`config.mk`:
```
export PLATFORM = sky130hd
export DESIGN_NAME = my_seq_adder
export DESIGN_NICKNAME = d
export VERILOG_FILES = /design/src/rtl/my_seq_adder.sv
export SDC_FILE = /design/constraint.sdc
export NUM_CORES = 1
export LEC_CHECK = 0
export CORE_MARGIN = 2
export CORE_UTILIZATION = 50
export DETAILED_ROUTE_END_ITERATION = 12
export PLACE_DENSITY = 0.91
export SYNTH_ARGS = -nofsm -noshare
export SYNTH_HDL_FRONTEND = slang
export SYNTH_SLANG_ARGS = --single-unit
export TNS_END_PERCENT = 50
```
`constraint.sdc`:
```
create_clock -name clk -period 3.75 [get_ports clk]
set_input_delay 0.75 -clock clk [delete_from_list [all_inputs] [get_ports clk]]
set_output_delay 0.75 -clock clk [all_outputs]
set_load 0.05 [all_outputs]
```
`src/rtl/my_seq_adder.sv`:
```
// my_seq_adder: multi-cycle ripple adder/subtractor.
// One DIGIT-bit slice is added per clock (LSB slice first); the carry between
// slices lives in a register. Each slice is a ripple of full adders built from
// the my_xor / my_and / my_or library cells. start/busy/done handshake.

// Two-input XOR library cell.
module my_xor (
    input  logic a,
    input  logic b,
    output logic y
);
    assign y = a ^ b;
endmodule

// Two-input AND library cell.
module my_and (
    input  logic a,
    input  logic b,
    output logic y
);
    assign y = a & b;
endmodule

// Two-input OR library cell.
module my_or (
    input  logic a,
    input  logic b,
    output logic y
);
    assign y = a | b;
endmodule

module my_seq_adder #(
    parameter int WIDTH = 16,
    parameter int DIGIT = 4
) (
    input  logic             clk,
    input  logic             rst,
    input  logic             start,
    input  logic             sub,
    input  logic [WIDTH-1:0] a,
    input  logic [WIDTH-1:0] b,
    input  logic             cin,
    output logic             busy,
    output logic             done,
    output logic [WIDTH-1:0] sum,
    output logic             cout,
    output logic             ovf
);

    localparam int N  = WIDTH / DIGIT;
    // Counter is at least one bit wide so the N=1 case still elaborates.
    localparam int CW = (N > 1) ? $clog2(N) : 1;

    typedef enum logic [1:0] {
        IDLE = 2'd0,
        RUN  = 2'd1,
        DONE = 2'd2
    } state_t;

    state_t             state_r;
    state_t             state_nxt_s;

    logic [WIDTH-1:0]   a_r;
    logic [WIDTH-1:0]   b_r;
    logic               carry_r;
    logic [CW-1:0]      cnt_r;
    logic [WIDTH-1:0]   sum_r;
    logic               cout_r;
    logic               ovf_r;
    logic               busy_r;
    logic               done_r;

    logic [DIGIT-1:0]   a_slice_s;
    logic [DIGIT-1:0]   b_slice_s;
    logic [DIGIT-1:0]   slice_sum_s;
    logic [DIGIT:0]     chain_s;
    logic               ovf_s;
    logic               last_s;
    logic               accept_s;

    // A new operation is taken only when no slices are in flight.
    assign accept_s = start && ((state_r == IDLE) || (state_r == DONE));
    assign last_s   = (cnt_r == CW'(N - 1));

    // State register.
    always_ff @(posedge clk) begin
        if (rst) begin
            state_r <= IDLE;
        end else begin
            state_r <= state_nxt_s;
        end
    end

    // Next-state logic: RUN for N slices, DONE for one cycle, back-to-back from DONE.
    always_comb begin
        state_nxt_s = state_r;
        case (state_r)
            IDLE: begin
                if (start) begin
                    state_nxt_s = RUN;
                end else begin
                    state_nxt_s = IDLE;
                end
            end
            RUN: begin
                if (last_s) begin
                    state_nxt_s = DONE;
                end else begin
                    state_nxt_s = RUN;
                end
            end
            DONE: begin
                if (start) begin
                    state_nxt_s = RUN;
                end else begin
                    state_nxt_s = IDLE;
                end
            end
            default: begin
                state_nxt_s = IDLE;
            end
        endcase
    end

    // Select the operand slice addressed by the counter (AND-OR mux, constant indices).
    always_comb begin
        a_slice_s = {DIGIT{1'b0}};
        b_slice_s = {DIGIT{1'b0}};
        for (int j = 0; j < N; j++) begin
            a_slice_s = a_slice_s | (a_r[j*DIGIT +: DIGIT] & {DIGIT{cnt_r == CW'(j)}});
            b_slice_s = b_slice_s | (b_r[j*DIGIT +: DIGIT] & {DIGIT{cnt_r == CW'(j)}});
        end
    end

    // Ripple of DIGIT full adders built from library cells.
    assign chain_s[0] = carry_r;

    for (genvar i = 0; i < DIGIT; i++) begin : g_fa
        logic p_s;
        logic g_s;
        logic t_s;
        my_xor u_xor_p (.a(a_slice_s[i]), .b(b_slice_s[i]), .y(p_s));
        my_xor u_xor_s (.a(p_s),          .b(chain_s[i]),   .y(slice_sum_s[i]));
        my_and u_and_g (.a(a_slice_s[i]), .b(b_slice_s[i]), .y(g_s));
        my_and u_and_t (.a(p_s),          .b(chain_s[i]),   .y(t_s));
        my_or  u_or_c  (.a(g_s),          .b(t_s),          .y(chain_s[i+1]));
    end

    // Signed overflow: carry into the MSB differs from carry out of it.
    my_xor u_xor_ovf (.a(chain_s[DIGIT-1]), .b(chain_s[DIGIT]), .y(ovf_s));

    // Datapath and registered handshake outputs.
    always_ff @(posedge clk) begin
        if (rst) begin
            a_r     <= {WIDTH{1'b0}};
            b_r     <= {WIDTH{1'b0}};
            carry_r <= 1'b0;
            cnt_r   <= {CW{1'b0}};
            sum_r   <= {WIDTH{1'b0}};
            cout_r  <= 1'b0;
            ovf_r   <= 1'b0;
            busy_r  <= 1'b0;
            done_r  <= 1'b0;
        end else if (accept_s) begin
            // Subtract is a + ~b + 1: invert B and force the first carry in.
            a_r     <= a;
            b_r     <= sub ? ~b : b;
            carry_r <= sub ? 1'b1 : cin;
            cnt_r   <= {CW{1'b0}};
            sum_r   <= {WIDTH{1'b0}};
            busy_r  <= 1'b1;
            done_r  <= 1'b0;
        end else if (state_r == RUN) begin
            for (int j = 0; j < N; j++) begin
                if (cnt_r == CW'(j)) begin
                    sum_r[j*DIGIT +: DIGIT] <= slice_sum_s;
                end
            end
            carry_r <= chain_s[DIGIT];
            if (last_s) begin
                cnt_r  <= {CW{1'b0}};
                cout_r <= chain_s[DIGIT];
                ovf_r  <= ovf_s;
                busy_r <= 1'b0;
                done_r <= 1'b1;
            end else begin
                cnt_r  <= cnt_r + CW'(1);
                busy_r <= 1'b1;
                done_r <= 1'b0;
            end
        end else begin
            busy_r <= 1'b0;
            done_r <= 1'b0;
        end
    end

    assign busy = busy_r;
    assign done = done_r;
    assign sum  = sum_r;
    assign cout = cout_r;
    assign ovf  = ovf_r;

endmodule

```
==> summary.txt, run 1 <==
Logic synthesis
  – Largest area contributor in the netlist: dfxtp_1
  – Most common cell in the netlist: dfxtp_1
  – Count of cell types in the netlist: 30
  – Area contributors post-synth: dfxtp_1 46%, a211oi_1 7.5%, xnor2_1 5.9%
  – Syn nets: around 310
  – Post-synth top flop: dfxtp_1
  – Seq/Total Area, Yosys: 45.6%
  – Synth async-reset ratio: 0%
  – Ys Warns: 0
  – Mean Syn Cell Area: about 9.3 um^2
  – Proportion of netlist area held by the largest area contributor: ~46%
  – Top post-synthesis cells by count: 57 x dfxtp_1, 39 x nand2_1, 26 x nor2_1
  – Mapped cell area: 2500 um^2
  – Post-synth EDFFs: 0
  – Post-Syn Instances: about 270
  – Synthesized flop and latch total: 57

STA
  – RSZ-0062 raised after global routing: false
  – Setup TNS: 0 ps
  – Final setup margin: 336 ps
  – Slew Limit Fails: 0
  – Tcrit/Tclk final: 91.0%
  – Max Clk Rate: 0.293 GHz
  – Skew final: approximately 7.5 ps
  – Crit path time final: about 3400 ps
  – Final Setup Violations: 0
  – Final hold violation count: 0
  – Slew @ Worst Pin: 868 ps
  – Relative slew margins: between 40 and 50%

Floorplanning
  – Site Rows: 25
  – Initial Util: between 50% and 60%
  – Die width: 74.7 um
  – Die height: 74.7 um
  – DIE AREA: 5590 um^2
  – Core Box Area: 4790 um^2
  – IO Pins: 57

Final layout
  – Post-layout nets: between 300 and 400
  – Area Growth Syn to Fin: 27.5%
  – Number of diodes: 0
  – # fillers: 381
  – Fraction of layout cells with a size suffix above 1: 8.72%

CTS
  – CTS tree: built
  – Clock Path Buffers: 2
  – # clock sinks: 57
  – H-tree depth: 3
  – Cts bufs inserted: 9
  – Clock Latency Late Sink: 330 ps
  – Postcts setup bufs: 0
  – Post-CTS sizing: 0
  – Hold-fix buffers, CTS: 0
  – Clk root buf: clkbuf_8
  – Clk slew on worst S/H paths: 60 ps

Worst setup path
  – Critical path class: flop to flop
  – Slowest cell on the critical path: fa_1
  – CP peak stage delay: 460 ps
  – Worst path required time: 3980 ps
  – Worst setup EP type: flop
  – Worst Path Max Fanout: 9
  – Startpoint types: flop
  – Critical Path AT: 3650 ps
  – Most common cell type on the critical path: fa_1
  – Cell Chain, Critical Path: inv_1, ha_1, a22o_1, a221oi_1, fa_1, inv_1, fa_1, fa_1, inv_1, fa_1, a211oi_1

Global routing
  – Total congestion overflow: 0
  – Met1 Usage GRT: 25.5%
  – GR peak layer: met2
  – Met3 Resource Use GR: under 10%
  – First-pass GRT wire length: 8.71 mm
  – Gr usage total: 21.0%
  – M2 GR Usage: 33.2%
  – Initial antenna violation count: 0
  – Largest net degree at the start of global routing: 41
  – Vias in the first global route: 1945

Routing
  – WL final: 5.18 mm
  – WL/cell: 13.4 um
  – Initial drt markers: 55
  – Via-to-Cell Ratio: 5.18
  – Vias: 2010
  – DR DRC count: 0
  – Initial DRT Pass Iterations: 4
  – Remaining antenna violation count: 0

Power
  – Pwr/cell area: 418 nW/um^2
  – Clock power share: about 35%
  – Net Sw Frac: 26.9%
  – Leak pwr: 1.14 nW
  – Psw: 0.000360 W
  – Comb power frac: 16.1%
  – P_int: 0.000976 W
  – Flop pwr share: 49.4%
  – Peak VDD IR: 0.203 mV

Placement
  – Place WS: 433 ps
  – Placer Congestion: 0.855
  – Port Buffers: 56
  – DPL Wire Length: around 3.8 mm

Status
  – Status: complete, no violations

Job
  – Max-cap check violation count: 0

Hold path
  – Hold Path Class: flop to flop
-- registers in the layout (all words and copies together), names as in the netlist --
register / count
busy: 1
cnt_r: 2
b_r: 16
sum: 16
carry_r: 1
a_r: 16
cout: 1
state_r: 2
done: 1
ovf: 1
-- kinds of logic (layout without fill, tap and decap cells) --
group / Yosys count / in the layout / share of synthesized area [%]
fa+ha+maj: 8 / 8 / 5.20
compound gates: 61 / 61 / 17.4
mux: 9 / 9 / 3.60
flops: 57 / 57 / 45.6
simple gates: 89 / 89 / 16.2
buf+inv: 28 / 80 / 6.05
xor+xnor: 17 / 17 / 5.95
-- cells in the final DEF (no fill, tap or decap), types with 2 or more instances in the layout --
master,count
nor2_2,8
nor2b_1,4
a221oi_1,4
clkdlybuf4s50_1,56
dfxtp_1,57
a22oi_1,8
clkbuf_8,9
inv_1,5
clkinv_2,4
xnor2_1,17
nand2_1,39
and3b_1,4
a21oi_2,2
nor2_1,26
mux2i_1,9
nor3_1,2
ha_1,4
buf_4,3
nand2b_1,3
clkbuf_1,3
fa_1,4
a21oi_1,16
a211oi_1,25
a22o_1,4
-- final timing paths --
kind,startpoint,endpoint,slack [ps],depth (start not counted)
worst max-delay path,cnt_r[0],sum[7],340,11
worst min-delay path,a_r[1],a_r[1],470,2
worst max register to register,cnt_r[0],sum[7],340,11
worst min register to register,a_r[1],a_r[1],470,2
-- power by group through the flow --
stage | sequential (W) | clock, W | combinational (W)
global route | 0.000663 | 0.000498 | 0.000239
detailed placement | 0.000674 | 0 | 0.000215
floorplan | 0.000680 | 0 | 0.000136
finish | 0.000660 | 0.000460 | 0.000215
CTS | 0.000660 | 0.000470 | 0.000216
global placement | 0.000673 | 0 | 0.000208
-- layer usage --
metal | share of wire, % | routed length, um
met5 | 0 | 0
met4 | 1.5 | 80
met3 | 5.2 | 272
met2 | 49 | 2530
met1 | 44 | 2300
-- through the flow --
stage	utilization, %	hold WS (ps)	area [um^2]	power, W	cells
after floorplan	-	436	2500	0.000816	269
after global placement	63.5	449	3040	0.000881	372
after detailed placement	63.5	457	3040	0.000889	372
after CTS	66.7	466	3190	0.00135	388
after global routing	66.7	486	3190	0.00140	388
final	66.7	466	3190	0.00134	388
-- worst max-delay path, delay by kind of cell, from the launching register on --
| family | cells | cell delay (ps) |
|---|---|---|
| flops | 1 | 410 |
| buf+inv | 3 | 230 |
| compound gates | 3 | 830 |
| fa+ha+maj | 5 | 1830 |
-- layout make-up --
cell class / count / area [um^2] / share of cell area [%]
multi-input combinational: 184 / 1210 / 37.9
sequential: 57 / 1140 / 35.8
timing repair buffer: 59 / 583 / 18.3
clock buffer: 12 / 135 / 4.23
tap: 67 / 83.8 / 2.63
clock inverter: 4 / 20.0 / 0.627
inverter: 5 / 18.8 / 0.588
No activity file was read; power rests on OpenSTA's default activity.
==> run 2, diff against run 1 <==
ABC_AREA = 1   (was not set)
CORE_UTILIZATION = 51   (was 50)
==> run 2 against run 1 <==
Effect of this change: clock skew is 0.57 ps lower; highest routed layer unchanged; setup slack better by 360 ps; maximum frequency is 12% higher; via count is 29% higher; die area is 6.9% higher; routed wire length is 18% higher; critical path depth is 3 higher; non-clock buffer count is 2 lower; combinational power is 11% higher.
==> summary.txt, run 2 <==
Status
  – Status: complete, no violations

Placement
  – Port Buffers: 56 (unchanged)
  – Placed Cells: 512 (+38%)
  – DPL Wire Length: 4.48 mm (+17%)
  – Placer Congestion: 0.932 (+9.1%)

Power
  – Peak VDD IR: 0.299 mV (+47%)
  – Pwr/cell area: 422 nW/um^2 (+0.84%)
  – Total power: 0.00147 W (+9.9%)
  – Leak pwr: 1.59 nW (+39%)

Final layout
  – Fin cells: 528 (+36%)
  – Final core occ: 67.6% (+0.96 points)
  – Fraction of layout cells with a size suffix above 1: 9.39% (+0.67 points)
  – Leading cell type in the layout, fill and taps excluded: nand2_1
  – Number of diodes: 0 (unchanged)
  – Post-layout nets: 498 (+38%)
  – Area Growth Syn to Fin: 27.0%
  – Commonest non-fill, non-tap cells in the layout: 96 x nand2_1, 90 x nor2_1, 57 x dfxtp_1, 56 x clkdlybuf4s50_1, 41 x inv_1

Logic synthesis
  – Seq/Total Area, Yosys: 41.7% (-3.9 points)
  – Syn nets: 450 (+43%)
  – Synth async-reset ratio: 0% (unchanged)
  – Largest area contributor in the netlist: dfxtp_1
  – Post-synth EDFFs: 0 (unchanged)
  – Ys Warns: 0 (unchanged)
  – Mean Syn Cell Area: 6.76 um^2 (-27%)
  – Area contributors post-synth: dfxtp_1 42%, nand2_1 13%, nor2_1 12%
  – Post-synth top flop: dfxtp_1
  – Post-Syn Instances: 405 (+51%)
  – Synthesized flop and latch total: 57 (unchanged)
  – Count of cell types in the netlist: 21 (-30%)
  – Mapped cell area: 2740 um^2 (+9.5%)
  – Most common cell in the netlist: nand2_1
  – Proportion of netlist area held by the largest area contributor: 41.7% (-3.9 points)
  – Top post-synthesis cells by count: 96 x nand2_1, 91 x nor2_1, 57 x dfxtp_1

CTS
  – Clk root buf: clkbuf_8
  – CTS tree: built
  – Clk slew on worst S/H paths: 70 ps (about the same)
  – Clock Latency Late Sink: 340 ps (about the same)
  – Postcts setup bufs: 0 (unchanged)
  – Clock Path Buffers: 2 (unchanged)
  – Post-CTS sizing: 0 (unchanged)
  – H-tree depth: 3 (unchanged)
  – Cts bufs inserted: 9 (unchanged)
  – # clock sinks: 57 (unchanged)
  – Hold-fix buffers, CTS: 0 (unchanged)

Floorplanning
  – Site Rows: 26 (+4.0%)
  – Core Box Area: 5140 um^2 (+7.4%)
  – IO Pins: 57 (unchanged)
  – Die width: 77.3 um (+3.4%)
  – Initial Util: 53.3% (+1.0 points)
  – DIE AREA: 5970 um^2 (+6.9%)
  – Die height: 77.3 um (+3.4%)

Worst setup path
  – Worst setup EP type: flop
  – Worst Setup SP: cnt_r[0]
  – R2R Setup Slk: 700 ps (+360 ps)
  – Startpoint types: flop
  – Path depth of the worst reg2reg path: 14 (+3)
  – Worst path required time: 4030 ps (+50 ps)
  – Cell Chain, Critical Path: inv_1, ha_1, nand2_1, nand3_1, a21oi_1, fa_1, inv_1, fa_1, fa_1, inv_1, fa_1, inv_1, nor2_1, nor2_2
  – CP endpoint: sum[3]
  – Worst r2r src: cnt_r[0]
  – Critical Path AT: 3340 ps (-310 ps)
  – CP peak stage delay: 410 ps (-50 ps)
  – Worst Path Max Fanout: 10 (+1)
  – Critical path class: flop to flop
  – Slowest cell on the critical path: fa_1
  – Reg2reg end: sum[3]

Routing
  – Initial DRT Pass Iterations: 4 (unchanged)
  – Initial drt markers: 218 (+300%)
  – DR DRC count: 0 (unchanged)
  – WL final: 6.11 mm (+18%)
  – Via-to-Cell Ratio: 4.90 (-5.4%)
  – Remaining antenna violation count: 0 (unchanged)
  – Vias: 2588 (+29%)
  – WL/cell: 11.6 um (-13%)

STA
  – RSZ-0062 raised after global routing: false
  – Worst hold margin: 483 ps (+16.7 ps)
  – Relative slew margins: 59.5% (+17 points)
  – Final Setup Violations: 0 (unchanged)
  – Final hold violation count: 0 (unchanged)
  – Slew @ Worst Pin: 606 ps (-262 ps)
  – Setup TNS: 0 ps (unchanged)
  – Tcrit/Tclk final: 81.4% (-9.7 points)
  – Max Clk Rate: 0.328 GHz (+12%)
  – Slew Limit Fails: 0 (unchanged)
  – Skew final: 6.93 ps (-0.571 ps)
  – Crit path time final: 3050 ps (-363 ps)

Hold path
  – Hold Path Class: flop to flop

Global routing
  – First-pass GRT wire length: 10.4 mm (+19%)
  – Vias in the first global route: 2387 (+23%)
  – Gr usage total: 22.1% (+1.1 points)
  – Largest net degree at the start of global routing: 37 (-9.8%)
  – Initial antenna violation count: 0 (unchanged)
  – Total congestion overflow: 0 (unchanged)

Job
  – Max-cap check violation count: 0 (unchanged)
-- run 2: cell count changes in the layout (fill, tap and decap cells not counted), moves of 8 or more --
cell	previous run	this run
a211oi_1	25	0
nand2_1	39	96
mux2i_1	9	0
o21ai_0	0	28
nand3_1	0	13
nor2_1	26	90
a22oi_1	8	0
xnor2_1	17	0
inv_1	5	41
nand2_2	0	11
-- run 2: how the worst min path moves through the flow --
stage / from / to / cells past startpoint
after global routing: cout / cout / 2
final: cout / cout / 2
after global placement: cout / cout / 2
after detailed placement: cout / cout / 2
after CTS: cout / cout / 2
after floorplan: a_r[10] / a_r[10] / 2
-- run 2: per-stage QoR --
step | area, um^2 | setup slack, ps
after floorplan | 2740 | 928
after global placement | 3280 | 827
after detailed placement | 3280 | 733
after CTS | 3480 | 706
after global routing | 3480 | 477
final | 3480 | 699
-- run 2: area by class of cell --
class                           instances  area, um^2
Clock buffer                            9         124
Inverter                               44         168
Fill cell                             459        1660
Clock inverter                          7        71.3
Timing Repair Buffer                   57         568
Tap cell                               70        87.6
Multi-Input combinational cell        284        1320
Sequential cell                        57        1140
-- run 2: where the power goes --
group	internal, W	switching [W]
Clock	0.000304	0.000257
Combinational	0.0000965	0.000142
Sequential	0.000643	0.0000248
Total	0.00104	0.000423
-- run 2: kinds of logic (layout without fill, tap and decap cells) --
| family | after synthesis | count (layout) | synth area share, % |
|---|---|---|---|
| AO/OA/AOI/OAI | 50 | 50 | 9.14 |
| buffers and inverters | 64 | 117 | 10.3 |
| AND/OR/NAND/NOR | 226 | 226 | 34.1 |
| flip-flops | 57 | 57 | 41.7 |
| adder cells (fa/ha/maj) | 8 | 8 | 4.75 |
-- run 2: worst max-delay path: cells and delay by family, from the launching register on --
kind                     cells  cell delay, ps
AND/OR/NAND/NOR              4             360
flip-flops                   1             400
buffers and inverters        4             350
adder cells (fa/ha/maj)      5            1700
AO/OA/AOI/OAI                1             170
-- run 2: layer usage --
layer	global-route usage [%]	up-vias	wire, um
met2	37.2	80	2970
met4	9.64	0	163
met1	25.3	1159	2600
met3	7.65	17	374
li1	-	1332	-
met5	0	-	0
